[config.mk]
export PLATFORM = sky130hd
export DESIGN_NAME = fpadd_issue
export DESIGN_NICKNAME = d
export VERILOG_FILES = /design/src/rtl/fpadd_issue.sv
export SDC_FILE = /design/constraint.sdc
export NUM_CORES = 1
export LEC_CHECK = 0
export CAP_MARGIN = 40
export CORE_MARGIN = 1
export CORE_UTILIZATION = 45
export DETAILED_ROUTE_END_ITERATION = 10
export GPL_ROUTABILITY_DRIVEN = 0
export PLACE_DENSITY = 0.77
export SETUP_SLACK_MARGIN = 0.1
export SYNTH_ARGS = -nofsm -noshare
export SYNTH_HDL_FRONTEND = slang
export SYNTH_SLANG_ARGS = --single-unit
[constraint.sdc]
create_clock -name clk_i -period 5.45 [get_ports clk_i]
set_input_delay 1.3625 -clock clk_i [delete_from_list [all_inputs] [get_ports clk_i]]
set_output_delay 1.3625 -clock clk_i [all_outputs]
set_load 0.02 [all_outputs]
[src/rtl/fpadd_issue.sv]
// fpadd_issue: request-side sequencer for the multi-cycle single-precision adder.
// Buffers operand pairs in a small FIFO, runs the adder's level start/done handshake
// one operation at a time and returns results on a valid/ready stream.
// Optional WAIT-state watchdog: define FPADD_ISSUE_TIMEOUT_EN.
module fpadd_issue #(
  parameter int unsigned DEPTH          = 4,
  parameter int unsigned TIMEOUT_CYCLES = 512
) (
  input  logic        clk_i,
  input  logic        reset_i,
  input  logic        in_valid_i,
  output logic        in_ready_o,
  input  logic [31:0] in_a_i,
  input  logic [31:0] in_b_i,
  input  logic        in_sub_i,
  output logic        out_valid_o,
  input  logic        out_ready_i,
  output logic [31:0] out_sum_o,
  output logic        out_timeout_o,
  output logic        add_start_o,
  output logic [31:0] add_a_o,
  output logic [31:0] add_b_o,
  input  logic [31:0] add_sum_i,
  input  logic        add_done_i
);

  localparam int unsigned AW     = $clog2(DEPTH);
  localparam logic [AW:0] PtrOne = 1;

  typedef enum logic [2:0] {StIdle, StStart, StArm, StWait, StOut} state_e;

  state_e      state_q;
  logic [63:0] mem_q [DEPTH];
  logic [AW:0] wr_ptr_q, rd_ptr_q;
  logic        full, empty, push, pop;
  logic [63:0] head;
  logic        add_start_q, out_valid_q;
  logic [31:0] add_a_q, add_b_q, out_sum_q;

  // Extra pointer bit tells full from empty when the index bits match.
  assign full  = (wr_ptr_q[AW] != rd_ptr_q[AW]) && (wr_ptr_q[AW-1:0] == rd_ptr_q[AW-1:0]);
  assign empty = (wr_ptr_q == rd_ptr_q);
  assign push  = in_valid_i && !full;
  assign pop   = (state_q == StIdle) && !empty;
  assign head  = mem_q[rd_ptr_q[AW-1:0]];

  assign in_ready_o  = !full;
  assign add_start_o = add_start_q;
  assign add_a_o     = add_a_q;
  assign add_b_o     = add_b_q;
  assign out_valid_o = out_valid_q;
  assign out_sum_o   = out_sum_q;

  // Operand storage; subtraction is folded in by flipping B's sign on the way in.
  always_ff @(posedge clk_i) begin
    if (push) begin
      mem_q[wr_ptr_q[AW-1:0]] <= {in_a_i, in_b_i ^ {in_sub_i, 31'b0}};
    end
  end

  // FIFO pointers; a push and a pop in the same cycle leave the count unchanged.
  always_ff @(posedge clk_i) begin
    if (reset_i) begin
      wr_ptr_q <= '0;
      rd_ptr_q <= '0;
    end else begin
      if (push) wr_ptr_q <= wr_ptr_q + PtrOne;
      if (pop)  rd_ptr_q <= rd_ptr_q + PtrOne;
    end
  end

`ifdef FPADD_ISSUE_TIMEOUT_EN
  localparam int unsigned TW      = $clog2(TIMEOUT_CYCLES + 1);
  localparam logic [TW-1:0] TmoLast = TW'(TIMEOUT_CYCLES - 1);
  localparam logic [31:0] QNaN    = 32'h7FC00000;

  logic [TW-1:0] tmr_q;
  logic          out_timeout_q;

  assign out_timeout_o = out_timeout_q;
`else
  logic unused_cfg;

  assign out_timeout_o = 1'b0;
  assign unused_cfg    = ^TIMEOUT_CYCLES;
`endif

  // Issue FSM with registered adder-side and result-side outputs.
  always_ff @(posedge clk_i) begin
    if (reset_i) begin
      state_q       <= StIdle;
      add_start_q   <= 1'b0;
      add_a_q       <= '0;
      add_b_q       <= '0;
      out_valid_q   <= 1'b0;
      out_sum_q     <= '0;
`ifdef FPADD_ISSUE_TIMEOUT_EN
      tmr_q         <= '0;
      out_timeout_q <= 1'b0;
`endif
    end else begin
      unique case (state_q)
        StIdle: begin
          if (!empty) begin
            add_a_q     <= head[63:32];
            add_b_q     <= head[31:0];
            add_start_q <= 1'b1;
            state_q     <= StStart;
          end
        end
        StStart: begin
          add_start_q <= 1'b0;
          state_q     <= StArm;
        end
        // done is still stale here (previous op or reset), so it is not looked at.
        StArm: begin
`ifdef FPADD_ISSUE_TIMEOUT_EN
          tmr_q <= '0;
`endif
          state_q <= StWait;
        end
        StWait: begin
          if (add_done_i) begin
            out_sum_q     <= add_sum_i;
            out_valid_q   <= 1'b1;
`ifdef FPADD_ISSUE_TIMEOUT_EN
            out_timeout_q <= 1'b0;
`endif
            state_q       <= StOut;
`ifdef FPADD_ISSUE_TIMEOUT_EN
          end else if (tmr_q == TmoLast) begin
            out_sum_q     <= QNaN;
            out_valid_q   <= 1'b1;
            out_timeout_q <= 1'b1;
            state_q       <= StOut;
          end else begin
            tmr_q <= tmr_q + 1'b1;
`endif
          end
        end
        StOut: begin
          if (out_ready_i) begin
            out_valid_q <= 1'b0;
            state_q     <= StIdle;
          end
        end
        default: state_q <= StIdle;
      endcase
    end
  end

endmodule

==> results of run 1 <==
==> through the flow <==
step / hold WS (ns) / cells
floorplan: 0.524 / 829
global placement: 0.441 / 1380
detailed placement: 0.447 / 1386
CTS: 0.455 / 1455
global route: 0.472 / 1455
finish: 0.450 / 1456
==> flip-flops by register name (all words and copies together), names as in the netlist <==
register and flops:
out_valid_o 1, add_a_o 32, out_sum_o 32, mem_q 256, wr_ptr_q 3, add_b_o 32
rd_ptr_q 3, state_q 3, add_start_o 1
==> kinds of logic after synthesis <==
| logic type | synth area share (%) |
|---|---|
| other | 0.0268 |
| AOI/OAI and AO/OA | 2.08 |
| buffers and inverters | 2.76 |
| adders and majority gates | 0.447 |
| DFF | 70.3 |
| and+or+nand+nor | 8.73 |
| muxes | 15.2 |
| xor gates and xnor gates | 0.474 |
==> worst max-delay path, delay by kind of cell (launching register included) <==
kind / cells / cell delay [ns]
buf+inv: 1 / 0.63
xor+xnor: 1 / 0.43
flops: 1 / 0.73
simple gates: 1 / 0.20
==> routing by layer <==
metal | vias to the layer above | share of wire, %
li1 | 3484 | -
met1 | 3662 | 43
met2 | 202 | 49
met3 | 29 | 6.1
met4 | 0 | 1.6
met5 | - | 0
==> path summary, 6_finish.rpt <==
path / start / endpoint / slack, ns / cells past startpoint
worst min register to register: out_sum_o[4]$_SDFFE_PP0P_ / out_sum_o[4]$_SDFFE_PP0P_ / 0.45 / 2
worst max-delay path: rd_ptr_q[0]$_SDFFE_PP0P_ / in_ready_o / 1.60 / 3
worst min-delay path: out_sum_o[4]$_SDFFE_PP0P_ / out_sum_o[4]$_SDFFE_PP0P_ / 0.45 / 2
worst max register to register: rd_ptr_q[0]$_SDFFE_PP0P_ / add_b_o[1]$_SDFFE_PP0P_ / 2.69 / 5
==> cell type report <==
| type | count | area (sq um) | share of cell area (%) |
|---|---|---|---|
| well taps | 396 | 495 | 2.82 |
| repair buffers | 213 | 2220 | 12.6 |
| clock inverters | 18 | 149 | 0.847 |
| flip-flops and latches | 363 | 9840 | 56.0 |
| diodes | 1 | 2.50 | 0.0142 |
| clock buffers | 51 | 1070 | 6.10 |
| inverters | 5 | 18.8 | 0.107 |
| multi-input cells | 409 | 3790 | 21.5 |
==> power by group through the flow <==
stage | clock network [mW] | registers [mW] | logic (mW)
2_1_floorplan | 0 | 3.81 | 1.19
3_3_place_gp | 0 | 3.58 | 2.06
3_5_place_dp | 0 | 3.59 | 2.11
4_1_cts | 2.56 | 3.54 | 2.13
5_1_grt | 2.66 | 3.58 | 2.24
6_report | 2.50 | 3.53 | 2.08
==> layout by cell type (no fill, tap or decap), types with 33 or more instances in the layout <==
master | netlist | layout
dfxtp_1 | 107 | 105
nand2_1 | 64 | 64
mux2i_1 | 66 | 66
a21oi_1 | 33 | 33
clkbuf_16 | 0 | 40
mux4_2 | 64 | 64
edfxtp_1 | 256 | 256
clkdlybuf4s50_1 | 0 | 199
nand2b_1 | 132 | 132
==> results.ini, run 1 <==
[synth]
ys_top_cells_by_count = edfxtp_1, nand2b_1, dfxtp_1
synthArstFlopShare_pct = 0
synth_ff_type = edfxtp_1
netlist_area_sq_um = 14000
syn_avg_cell_area_sq_um = 16.9
yosysMostFrequentCell = edfxtp_1
yosysTopAreaCell = edfxtp_1
synth_nets = 936
yosysSeqAreaShare_pct = 70.3
synthDistinctLibCells = 43
synth_top_area_share_pct = 55.0
yosysWarnings = 0
syn_inst = 829
synth-edff-count = 256
synth_area_leaders = edfxtp_1, dfxtp_1, mux4_2
ys_ff_latch = 363

[cts]
cts_sinks = 363
cts.clk_slew.worst_paths_ns = 0.06
hold_buffers = 0
cts-root-buf = clkbuf_16
cts_buffers = 38
clk_latency_ns = 0.51
cts_tree = built
postCtsSetupBuffers = 0
clock_path_buffers = 3
cts_resized = 0
cts_max_level = 2

[floorplan]
ioPinCount = 202
rows = 64
start_util_pct = 45.7
die_h_microns = 178
die_w_microns = 178
core_sq_um = 30600
dieArea_sq_um = 31800

[routing]
drt-total-wl_mm = 26.8
viasPerCell = 5.07
drt_pass1_iterations = 6
ant_nets = 0
drc = 0
wire_per_inst_microns = 18.4
drt_iter0_drc = 527
vias = 7377

[timing]
drv_slew = 0
rsz0062_at_grt = no
setup_viol = 0
min_period_ns = 3.85
skew_ns = 0.00979
max_freq_mhz = 260
fin_ws_ns = 1.60
fin_crit_sh_pct = 70.7
hold_violations = 0
relSlewSlack_pct = 45.7
tightest_slew_ns = 0.814
setup_tns_ns = 0

[place]
pre_cts_slack_ns = 2.08
dpl_cell_area_sq_um = 16400
hpwl_mm = 16.7
port_buffers = 200

[power_and_ir_drop]
pwr-share-clk_pct = 30.8
swShare_pct = 27.7
vdd_drop_max_v = 0.000300
power.density_nw_per_um2 = 461
p_comb_share_pct = 25.7
power.leakage_nw = 6.01
intPower_mw = 5.86
p_switching_mw = 2.25
seq_power_share_pct = 43.5
p_total_mw = 8.11

[layout]
fillers = 2367
drive_above_1_share_pct = 13.8
final_util_pct = 57.5
area_growth_pct = 25.7
design_area_sq_um = 17600
nets = 1137

[setup_path]
crit_chain = xor2_2 > or3_1 > clkdlybuf4s50_1
crit_required_ns = 4.09
worstPathMaxFanout = 29
crit_slowest_cell = dfxtp_4
start_kind = flop
critical_path.max_stage_delay_ns = 0.73
critPathCaptureType = primary output
worstPathArrival_ns = 2.49
criticalPathCategory = reg -> out

[global_routing]
grt_pass1_vias = 7676
grt-busiest-layer = met2
grt.met3_usage_pct = 3.73
grtUsageMet2_pct = 29.3
antenna_found_initial = 1
grt_pass1_wl_mm = 41.9
grt_usage_pct = 17.3
overflow = 0
grt_max_degree = 92
grt_use_met1_pct = 22.6

[run_status]
status = finished, final reports clean

[hold_path]
hold_path.class = reg -> reg

[job]
cap_viol_max_count = 0

No activity file was read; power rests on OpenSTA's default activity.
==> inputs of run 2 (changes only) <==
- clock period: 5.45 -> 3.9 ns (I/O delays scaled with it)
==> results.ini, run 2 (synthesized netlist as in run 1, its figures left out) <==
[cts]
clock_path_buffers = 3  ; unchanged
hold_buffers = 0  ; unchanged
cts_max_level = 2  ; unchanged
cts.clk_slew.worst_paths_ns = 0.06  ; about the same
cts-root-buf = clkbuf_16
clk_latency_ns = 0.53  ; +0.02 ns
cts_sinks = 363  ; unchanged
cts_buffers = 38  ; unchanged
postCtsSetupBuffers = 0  ; unchanged
cts_resized = 0  ; unchanged
cts_tree = built

[job]
cap_viol_max_count = 0  ; unchanged

[global_routing]
grt_use_met1_pct = 22.8  ; +0.25 points
grt_pass1_wl_mm = 41.6  ; -0.73%
grt_max_degree = 65  ; -29%
grt_pass1_vias = 7633  ; -0.56%
grt_usage_pct = 17.2  ; -0.095 points
grt-busiest-layer = met2
overflow = 0  ; unchanged
antenna_found_initial = 1  ; unchanged
grt.met3_usage_pct = 3.45  ; -0.28 points
grtUsageMet2_pct = 28.5  ; -0.88 points

[layout]
nets = 1142  ; +0.44%
fillers = 2368  ; +0.042%
drive_above_1_share_pct = 13.9  ; +0.14 points
largest_reg_flops = 256  ; unchanged
num_antenna_cells = 0  ; -1
most-common-layout-cells = edfxtp_1, clkdlybuf4s50_1, nand2b_1
area_growth_pct = 25.6  ; about the same
layout_commonest_cell = edfxtp_1

[floorplan]
die_h_microns = 178  ; unchanged
start_util_pct = 45.7  ; unchanged
die_w_microns = 178  ; unchanged
core_sq_um = 30600  ; unchanged
dieArea_sq_um = 31800  ; unchanged
ioPinCount = 202  ; unchanged
rows = 64  ; unchanged

[setup_path]
crit_chain = xor2_2 > or3_1 > clkdlybuf4s50_1
crit_required_ns = 2.92  ; -1.17 ns
worstPathArrival_ns = 2.17  ; -0.32 ns
critPathCaptureType = primary output
crit_slowest_cell = clkdlybuf4s50_1
criticalPathCategory = reg -> out
crit_start = wr_ptr_q[0]$_SDFFE_PP0N_
cp.depth = 3  ; unchanged
setup.worst_path.end = in_ready_o
timing.rr.end = add_b_o[18]$_SDFFE_PP0P_
reg2reg_setup_slack_ns = 1.40  ; -1.29 ns
r2r_cells = 5  ; unchanged
worstPathMaxFanout = 9  ; -69%
crit_buf_inv = 1  ; unchanged
crit_family = buffers and inverters
worstReg2RegStart = rd_ptr_q[0]$_SDFFE_PP0P_
critical_path.max_stage_delay_ns = 0.62  ; -0.11 ns
start_kind = flop

[timing]
drv_slew = 0  ; unchanged
fin_ws_ns = 0.755  ; -0.842 ns
relSlewSlack_pct = 53.5  ; +7.7 points
tightest_slew_ns = 0.698  ; -0.116 ns
setup_viol = 0  ; unchanged
rsz0062_at_grt = no
skew_ns = 0.0283  ; +0.0185 ns
max_freq_mhz = 318
min_period_ns = 3.14
fin_crit_sh_pct = 80.6
hold_violations = 0  ; unchanged
setup_tns_ns = 0  ; unchanged

[routing]
drt-total-wl_mm = 26.6  ; -0.58%
drt_iter0_drc = 386  ; -27%
viasPerCell = 5.13  ; +1.3%
drc = 0  ; unchanged
ant_nets = 0  ; unchanged
drt_pass1_iterations = 8  ; +2
wire_per_inst_microns = 18.2  ; -0.79%
vias = 7491  ; +1.5%

[place]
port_buffers = 200  ; unchanged
pre_cts_slack_ns = 0.959  ; -1.12 ns
hpwl_mm = 16.3  ; -2.2%

[run_status]
status = finished, final reports clean

[power_and_ir_drop]
vdd_drop_max_v = 0.000483  ; +61%
power.density_nw_per_um2 = 642  ; +39%
power.leakage_nw = 6.01  ; about the same

[hold_path]
holdPathStages = 2  ; unchanged
hold_path.class = reg -> reg

==> run 2: cell types whose count changed in the layout (fill, tap and decap cells not counted), sizes merged <==
cell / delta
buf: +5
clkbuf: -5
clkinv: +3
bufinv: +1
clkinvlp: +1
diode: -1
inv: -1
==> run 2: final cells by class <==
| type | count | area, sq um | area share (%) |
|---|---|---|---|
| multi-input combinational | 409 | 3790 | 21.6 |
| sequential | 363 | 9840 | 56.0 |
| clock inverter | 22 | 181 | 1.03 |
| tap | 396 | 495 | 2.82 |
| timing repair buffer | 218 | 2240 | 12.8 |
| inverter | 5 | 18.8 | 0.107 |
| clock buffer | 46 | 1000 | 5.71 |
==> run 2: metal layers <==
metal  part of all wire [%]  up-vias
li1                       -     3490
met1                     43     3740
met2                     48      215
met3                    6.3       44
met4                    2.0        2
met5                  0.049        -
==> run 2: stage by stage <==
stage | std cells | hold WS [ns] | util, % | cell area (sq um) | power (mW)
2_1_floorplan | 829 | 0.524 | - | 14000 | 6.98
3_3_place_gp | 1389 | 0.441 | 53.4 | 16300 | 7.91
3_5_place_dp | 1391 | 0.446 | 53.6 | 16400 | 7.96
4_1_cts | 1459 | 0.454 | 57.4 | 17600 | 11.4
5_1_grt | 1459 | 0.470 | 57.4 | 17600 | 11.8
6_report | 1459 | 0.452 | 57.4 | 17600 | 11.3
==> run 2: worst reg2reg max path: cells and delay by family, from the launching register on <==
kind                   cells  cell delay [ns]
buffers and inverters      2             1.23
muxes                      2             0.68
and+or+nand+nor            1             0.11
DFF                        1             0.35
==> run 2: how the worst min path moves through the flow <==
stage | endpoint | start | slack, ns
floorplan | wr_ptr_q[1]$_SDFFE_PP0N_ | wr_ptr_q[1]$_SDFFE_PP0N_ | 0.52
global placement | out_sum_o[21]$_SDFFE_PP0P_ | out_sum_o[21]$_SDFFE_PP0P_ | 0.44
detailed placement | out_sum_o[21]$_SDFFE_PP0P_ | out_sum_o[21]$_SDFFE_PP0P_ | 0.45
CTS | out_sum_o[21]$_SDFFE_PP0P_ | out_sum_o[21]$_SDFFE_PP0P_ | 0.45
global route | out_sum_o[11]$_SDFFE_PP0P_ | out_sum_o[11]$_SDFFE_PP0P_ | 0.47
finish | out_sum_o[12]$_SDFFE_PP0P_ | out_sum_o[12]$_SDFFE_PP0P_ | 0.45
==> run 2: report_power, final <==
part | total (mW) | switching, mW | internal (mW)
combinational | 2.96 | 1.48 | 1.48
sequential | 4.89 | 0.234 | 4.65
clock | 3.44 | 1.41 | 2.03
==> inputs of run 3 (changes only) <==
- clock period: 3.9 -> 3.2 ns (I/O delays scaled with it)
==> results.ini, run 3 (synthesized netlist as in run 1, its figures left out) <==
[run_status]
status = finished, final reports clean

[hold_path]
hold_path.class = reg -> reg

[timing]
relSlewSlack_pct = 40.2  ; -13 points
setup_viol = 0  ; unchanged
tightest_slew_ns = 0.897  ; +0.199 ns
hold_violations = 0  ; unchanged
max_freq_mhz = 339
fin_crit_sh_pct = 92.3
skew_ns = 0.0105  ; -0.0178 ns
drv_slew = 0  ; unchanged
setup_tns_ns = 0  ; unchanged
min_period_ns = 2.95
rsz0062_at_grt = no

[floorplan]
die_w_microns = 178  ; unchanged
dieArea_sq_um = 31800  ; unchanged
rows = 64  ; unchanged
start_util_pct = 45.7  ; unchanged
core_sq_um = 30600  ; unchanged
die_h_microns = 178  ; unchanged
ioPinCount = 202  ; unchanged

[global_routing]
grt_pass1_vias = 7691  ; +0.76%
grt_pass1_wl_mm = 42.4  ; +1.9%
grt_usage_pct = 17.4  ; +0.20 points
overflow = 0  ; unchanged
grt_max_degree = 100  ; +54%
antenna_found_initial = 2  ; +1

[setup_path]
critPathCaptureType = primary output
crit_chain = xor2_4 > or3_1 > clkdlybuf4s50_1
crit_buf_inv = 1  ; unchanged
worstPathArrival_ns = 2.15  ; -0.02 ns
crit_slowest_cell = clkdlybuf4s50_1
crit_required_ns = 2.40  ; -0.52 ns
worstPathMaxFanout = 9  ; unchanged
criticalPathCategory = reg -> out
start_kind = flop
crit_family = buffers and inverters
critical_path.max_stage_delay_ns = 0.57  ; -0.05 ns

[place]
dpl_cell_area_sq_um = 16400  ; unchanged
hpwl_mm = 16.6  ; +1.6%
port_buffers = 200  ; unchanged

[routing]
drt_pass1_iterations = 4  ; -4
drt-total-wl_mm = 27.5  ; +3.3%
vias = 7490  ; -0.013%
viasPerCell = 5.12  ; -0.22%
ant_nets = 0  ; unchanged
drt_iter0_drc = 446  ; +16%
drc = 0  ; unchanged
wire_per_inst_microns = 18.8  ; +3.0%

[cts]
cts_resized = 0  ; unchanged
postCtsSetupBuffers = 0  ; unchanged
clk_latency_ns = 0.51  ; -0.02 ns
cts.clk_slew.worst_paths_ns = 0.06  ; about the same
clock_path_buffers = 3  ; unchanged
hold_buffers = 0  ; unchanged
cts_sinks = 363  ; unchanged
cts_max_level = 2  ; unchanged
cts_tree = built
cts_buffers = 38  ; unchanged
cts-root-buf = clkbuf_16

[layout]
fillers = 2335  ; -1.4%
most-common-layout-cells = edfxtp_1, clkdlybuf4s50_1, nand2b_1
area_growth_pct = 25.9
drive_above_1_share_pct = 14.4  ; +0.44 points
largest_reg_flops = 256  ; unchanged
layout_commonest_cell = edfxtp_1
design_area_sq_um = 17600  ; +0.24%
nets = 1142  ; unchanged

[power_and_ir_drop]
power.leakage_nw = 6.02  ; about the same
power.density_nw_per_um2 = 782  ; +22%
p_total_mw = 13.8  ; +22%
vdd_drop_max_v = 0.000512  ; +6.0%

[job]
cap_viol_max_count = 0  ; unchanged

[run 3: changes by cell type in the layout (fill, tap and decap cells not counted), moves of 3 or more]
cell / delta
bufinv_16: -3
clkbuf_1: +3
clkbuf_8: +4
clkinvlp_4: +3
clkinv_1: -6
[run 3: worst reg2reg max path, cell delays in order, from the launching register on]
cell,delay (ns)
dfxtp_1,0.49
xor2_4,0.33
o31a_1,0.37
and2_4,0.43
buf_4,0.29
[run 3: metrics by stage]
stage	hold slack, ns	instances	worst slack, ns	utilization, %
5_1_grt	0.465	1462	0.159	57.6
3_5_place_dp	0.445	1391	0.534	53.6
6_report	0.453	1462	0.247	57.6
2_1_floorplan	0.524	829	0.215	-
3_3_place_gp	0.441	1390	0.563	53.5
4_1_cts	0.453	1461	0.156	57.5
[run 3: final cells by class]
class,count,area (sq um),area share (%)
clock buffer,55,1120,6.35
antenna,1,2.50,0.0142
timing repair buffer,218,2240,12.7
sequential,363,9840,55.9
multi-input combinational,409,3810,21.6
clock inverter,15,82.6,0.469
tap,396,495,2.81
inverter,5,18.8,0.107
[run 3: power breakdown]
group,leakage (nW),internal [mW],switching (mW)
combinational,2.21,1.81,1.81
clock,0.585,2.44,1.72
sequential,3.22,5.67,0.320
[run 3: final timing paths]
check | from | slack (ns) | cells past startpoint | endpoint
max | wr_ptr_q[1]$_SDFFE_PP0N_ | 0.25 | 3 | in_ready_o
min | out_sum_o[21]$_SDFFE_PP0P_ | 0.45 | 2 | out_sum_o[21]$_SDFFE_PP0P_
max reg2reg | wr_ptr_q[1]$_SDFFE_PP0N_ | 0.98 | 4 | mem_q[2][45]$_DFFE_PP_
min reg2reg | out_sum_o[21]$_SDFFE_PP0P_ | 0.45 | 2 | out_sum_o[21]$_SDFFE_PP0P_
[run 3: per-layer routing]
metal	share of wire, %	up-vias	global-route usage, %
li1	-	3509	-
met1	43	3709	22.8
met2	49	231	29.0
met3	6.6	41	3.88
met4	1.8	0	5.08
met5	0	-	0
==> RTL edit 1, RTL diff (config.mk and constraints of run 3) <==
The parameter `DEPTH` goes from 4 to 8.
--- a/src/rtl/fpadd_issue.sv
+++ b/src/rtl/fpadd_issue.sv
@@ -3,7 +3,7 @@
 // one operation at a time and returns results on a valid/ready stream.
 // Optional WAIT-state watchdog: define FPADD_ISSUE_TIMEOUT_EN.
 module fpadd_issue #(
-  parameter int unsigned DEPTH          = 4,
+  parameter int unsigned DEPTH          = 8,
   parameter int unsigned TIMEOUT_CYCLES = 512
 ) (
   input  logic        clk_i,
Behaviour: not the same (Yosys sat finds a counterexample within 10 cycles, from zero or initial values and one cycle with reset_i high).
==> RTL edit 1 against run 3 <==
- final area increased by 58%
- clock power rose by 52%
- total power grew 43%
- critical path depth is the same
- routed wire length increased by 68%
- combinational power rose by 8.8%
- clock skew is 0.0054 ns higher
- core utilization is 2.5 points lower
- sequential cell count rose by 258
- worst setup slack better by 0.31 ns
- non-clock buffer count is 12 higher
- synthesized cell count increased by 42%
- synthesized area grew 65%
- register-to-register slack worse by 0.15 ns
==> RTL edit 1: results (changes against run 3) <==
global_route:
  use_met2_pct: 29.74  # +0.77 points
  grt_max_degree: 132  # +32%
  track_usage_pct: 17.96  # +0.56 points
  grt_pass1_wl_mm: 71.14  # +68%
  use_met1_pct: 23.64  # +0.79 points
finish:
  multiInputGateArea_um2: 5239  # +38%
  comb.multi_input.count: 482  # +18%
  seq_cell_count: 621  # +71%
  buf_share_pct: 8.432  # -4.3 points
  n_all_buffers: 230  # +5.5%
  clkbuf_count: 76  # +38%
  sh_seq_area_pct: 63.32  # +7.5 points
  clk_share_pct: 6.272  # -0.55 points
  final_nets: 1500  # +31%
  drive_gt1_share_pct: 18.64  # +4.3 points
  n_all_inverters: 4  # -1
  largest_reg_flops: 512  # +100%
synthesis:
  syn_nets: 1284  # +37%
  synthXorXnorAreaFrac_pct: 0.2662  # -0.21 points
  syn_inst: 1180  # +42%
  synthTopCellsByArea: "edfxtp_1 (67%), mux4_2 (13%), dfxtp_1 (9.5%), mux2i_1 (2.9%), a211oi_1 (1.8%)"
  synth_compound_area_share_pct: 3.449  # +1.4 points
  yosysSeqAreaShare_pct: 76.22  # +5.9 points
  synth_commonest_cells: "edfxtp_1 (512), mux4_2 (128), dfxtp_1 (109)"
  synth-adder-area-share_pct: 0.1086  # -0.34 points
critical_path:
  r2r_start: "rd_ptr_q[1]$_SDFFE_PP0P_"
  cp_slowest_stage_delay_ns: 0.39  # -0.18 ns
  cp_max_fo: 8  # -1
  cp_top_family: "flip-flops"
  r2r_end: "add_a_o[11]$_SDFFE_PP0P_"
  cp.arrival_ns: 1.84  # -0.31 ns
  cp_slowest_cell: "dfxtp_2"
die:
  start_util_pct: 45.73  # about the same
detailed_routing:
  dr.pass1.iters: 5  # +1
  met3WireLength_mm: 3.187  # +77%
  highest_layer: "met5"
  finalWirelength_mm: 46.18  # +68%
  routed-wl-met2_mm: 22.94  # +72%
  vias_per_cell: 5.440  # +6.2%
  drt-initial-drc-count: 771  # +73%
placed_design:
  placedCellCount: 2009  # +44%
  dp.final_hpwl_mm: 26.98  # +63%
power_and_ir_drop:
  powerDensity_nw_per_um2: 709.9  # -9.2%
  ir_worst_vdd_mv: 0.5793  # +13%
  power.leakage_nw: 8.548  # +42%
run_status:
  outcome: "completed"
timing:
  fin_worst_skew_ns: 0.01588  # +0.005390 ns
  max_clock_freq_ghz: 0.3784  # +12%
clock_tree:
  cts.repair.resized: 1  # +1
  numCtsBuffers: 57  # +50%
  clkLatencyLatePin_ns: 0.61  # +0.10 ns
min_path:
  hold_path.startpoint: "out_sum_o[20]$_SDFFE_PP0P_"
[RTL edit 1: through the flow]
step | TNS [ns] | setup WS, ns | area (um^2) | total power [mW] | hold slack [ns]
after CTS | 0 | 0.1798 | 27750 | 19.94 | 0.4562
after global routing | 0 | 0.4459 | 27750 | 20.50 | 0.4704
after detailed placement | 0 | 0.3339 | 26000 | 13.60 | 0.4484
final | 0 | 0.5570 | 27750 | 19.70 | 0.4557
after global placement | 0 | 0.3313 | 26000 | 13.50 | 0.4417
after floorplan | -7.078 | -0.04548 | 23150 | 12.26 | 0.4921
[RTL edit 1: power breakdown]
group / internal [mW] / leakage [nW] / switching (mW)
sequential: 9.20 / 5.55 / 0.219
clock: 3.50 / 0.844 / 2.82
combinational: 1.80 / 2.16 / 2.15
[RTL edit 1: how the worst max path moves through the flow]
stage	from	endpoint	slack [ns]	cells after the start
3_5_place_dp	in_valid_i	wr_ptr_q[3]$_SDFFE_PP0P_	0.33	6
3_3_place_gp	in_valid_i	wr_ptr_q[3]$_SDFFE_PP0P_	0.33	6
4_1_cts	wr_ptr_q[1]$_SDFFE_PP0P_	in_ready_o	0.18	3
2_1_floorplan	in_valid_i	wr_ptr_q[3]$_SDFFE_PP0P_	-0.05	4
6_report	wr_ptr_q[1]$_SDFFE_PP0P_	in_ready_o	0.56	3
5_1_grt	wr_ptr_q[1]$_SDFFE_PP0P_	in_ready_o	0.45	3
[RTL edit 1: worst register-to-register path: stages, from the launching register on]
cell and delay, ns:
dfxtp_4 0.36, buf_4 0.61, buf_4 0.66, mux2i_1 0.45, a211oi_1 0.14
==> RTL edit 2, RTL diff (config.mk and constraints of run 3) <==
Without the edit above. The 5 states of `state_e` get a one-hot encoding in 5 bits.
--- a/src/rtl/fpadd_issue.sv
+++ b/src/rtl/fpadd_issue.sv
@@ -27,7 +27,7 @@
   localparam int unsigned AW     = $clog2(DEPTH);
   localparam logic [AW:0] PtrOne = 1;
 
-  typedef enum logic [2:0] {StIdle, StStart, StArm, StWait, StOut} state_e;
+  typedef enum logic [4:0] {StIdle = 5'b00001, StStart = 5'b00010, StArm = 5'b00100, StWait = 5'b01000, StOut = 5'b10000} state_e;
 
   state_e      state_q;
   logic [63:0] mem_q [DEPTH];
Function: no difference found for any inputs over 4 cycles, from zero or initial values and one cycle with reset_i high; so few cycles prove little.
==> RTL edit 2 against run 3 <==
- synthesized area decreased by 5.2%
- worst setup slack got worse by 0.029 ns
- core utilization increased by 1.2 points
- die area is 5.1% lower
- critical endpoint unchanged
- final area down 3.7%
- sequential cell count increased by 2
- routed wire length grew 3.1%
- total power fell by 2.5%
- global-route usage rose by 1.5 points
- highest routed layer is now met5
- critical path depth did not move
==> RTL edit 2: results (changes against run 3) <==
run_status:
  outcome: "completed"
power_and_ir_drop:
  comb_power_share_pct: 25.1  # -1.2 points
  ir_worst_vdd_mv: 0.5620  # +9.8%
  sw_frac_of_total_pct: 28.97  # +1.0 points
  power.leakage_nw: 5.506  # -8.5%
  p_seq_mw: 5.86  # -2%
detailed_routing:
  routed-wl-met2_mm: 14.06  # +5.3%
  met3WireLength_mm: 2.107  # +17%
  dr.pass1.iters: 5  # +1
  drt-met1-wl_mm: 11.63  # -1.5%
  drt-initial-drc-count: 598  # +34%
  vias_per_cell: 5.254  # +2.6%
synthesis:
  syn_avg_cell_area_um2: 15.84  # -6.1%
  synthTopCellsByArea: "edfxtp_1 (58%), dfxtp_1 (16%), mux4_2 (11%), nand2_1 (5.5%), a21oi_1 (3.8%)"
  syn_nets: 944  # +0.85%
  yosysSeqAreaShare_pct: 74.42  # +4.1 points
  synth.distinct_cells: 37  # -14%
placed_design:
  dp.final_hpwl_mm: 17.50  # +5.6%
  placedCellCount: 1390  # -0.072%
  dp_slack_ns: 0.5098  # -0.02414 ns
global_route:
  met3_usage_pct: 4.123  # +0.24 points
  antenna_found_initial: 1  # -1
  grt_pass1_wl_mm: 43.97  # +3.8%
  grt_max_degree: 68  # -32%
  use_met2_pct: 32.21  # +3.2 points
  grt_pass1_vias: 7792  # +1.3%
  use_met1_pct: 24.61  # +1.8 points
finish:
  clk_share_pct: 7.039  # +0.22 points
  stdcell_area_um2: 16960  # -3.7%
  final_cells: 1457  # -0.34%
  drive_gt1_share_pct: 13.70  # -0.67 points
  final_nets: 1152  # +0.88%
  comb.multi_input.count: 417  # +2.0%
  n_all_inverters: 4  # -1
  multi_input_area_share_pct: 18.56  # -3.1 points
  diodes: 0  # -1
  n_fill_cell: 2143  # -8.2%
critical_path:
  cp_max_fo: 5  # -4
  cp_slowest_stage_delay_ns: 0.62  # +0.05 ns
  cp.arrival_ns: 2.18  # +0.03 ns
die:
  die-area_um2: 30160  # -5.1%
clock_tree:
  numCtsBuffers: 37  # -2.6%
  cts_sinks: 365  # +0.55%
timing:
  tightest_slew_ns: 0.8657  # -0.03106 ns
-- RTL edit 2: logic make-up (layout without fill, tap and decap cells) --
family	after synthesis	in the layout	share of synthesized area, %
DFF	365	365	74.42
and+or+nand+nor	226	226	6.925
AOI/OAI and AO/OA	111	111	4.548
muxes	66	66	11.02
buffers and inverters	55	291	2.057
xor gates and xnor gates	8	8	0.5284
adders and majority gates	5	5	0.4717
other	1	1	0.02828
-- RTL edit 2: path summary, 6_finish.rpt --
kind,from,to,slack (ns),cells past startpoint
setup / recovery,wr_ptr_q[1]$_SDFFE_PP0N_,in_ready_o,0.22,3
hold / removal,out_sum_o[9]$_SDFFE_PP0P_,out_sum_o[9]$_SDFFE_PP0P_,0.45,2
setup reg to reg,rd_ptr_q[0]$_SDFFE_PP0P_,add_b_o[22]$_SDFFE_PP0P_,0.67,5
hold reg to reg,out_sum_o[9]$_SDFFE_PP0P_,out_sum_o[9]$_SDFFE_PP0P_,0.45,2
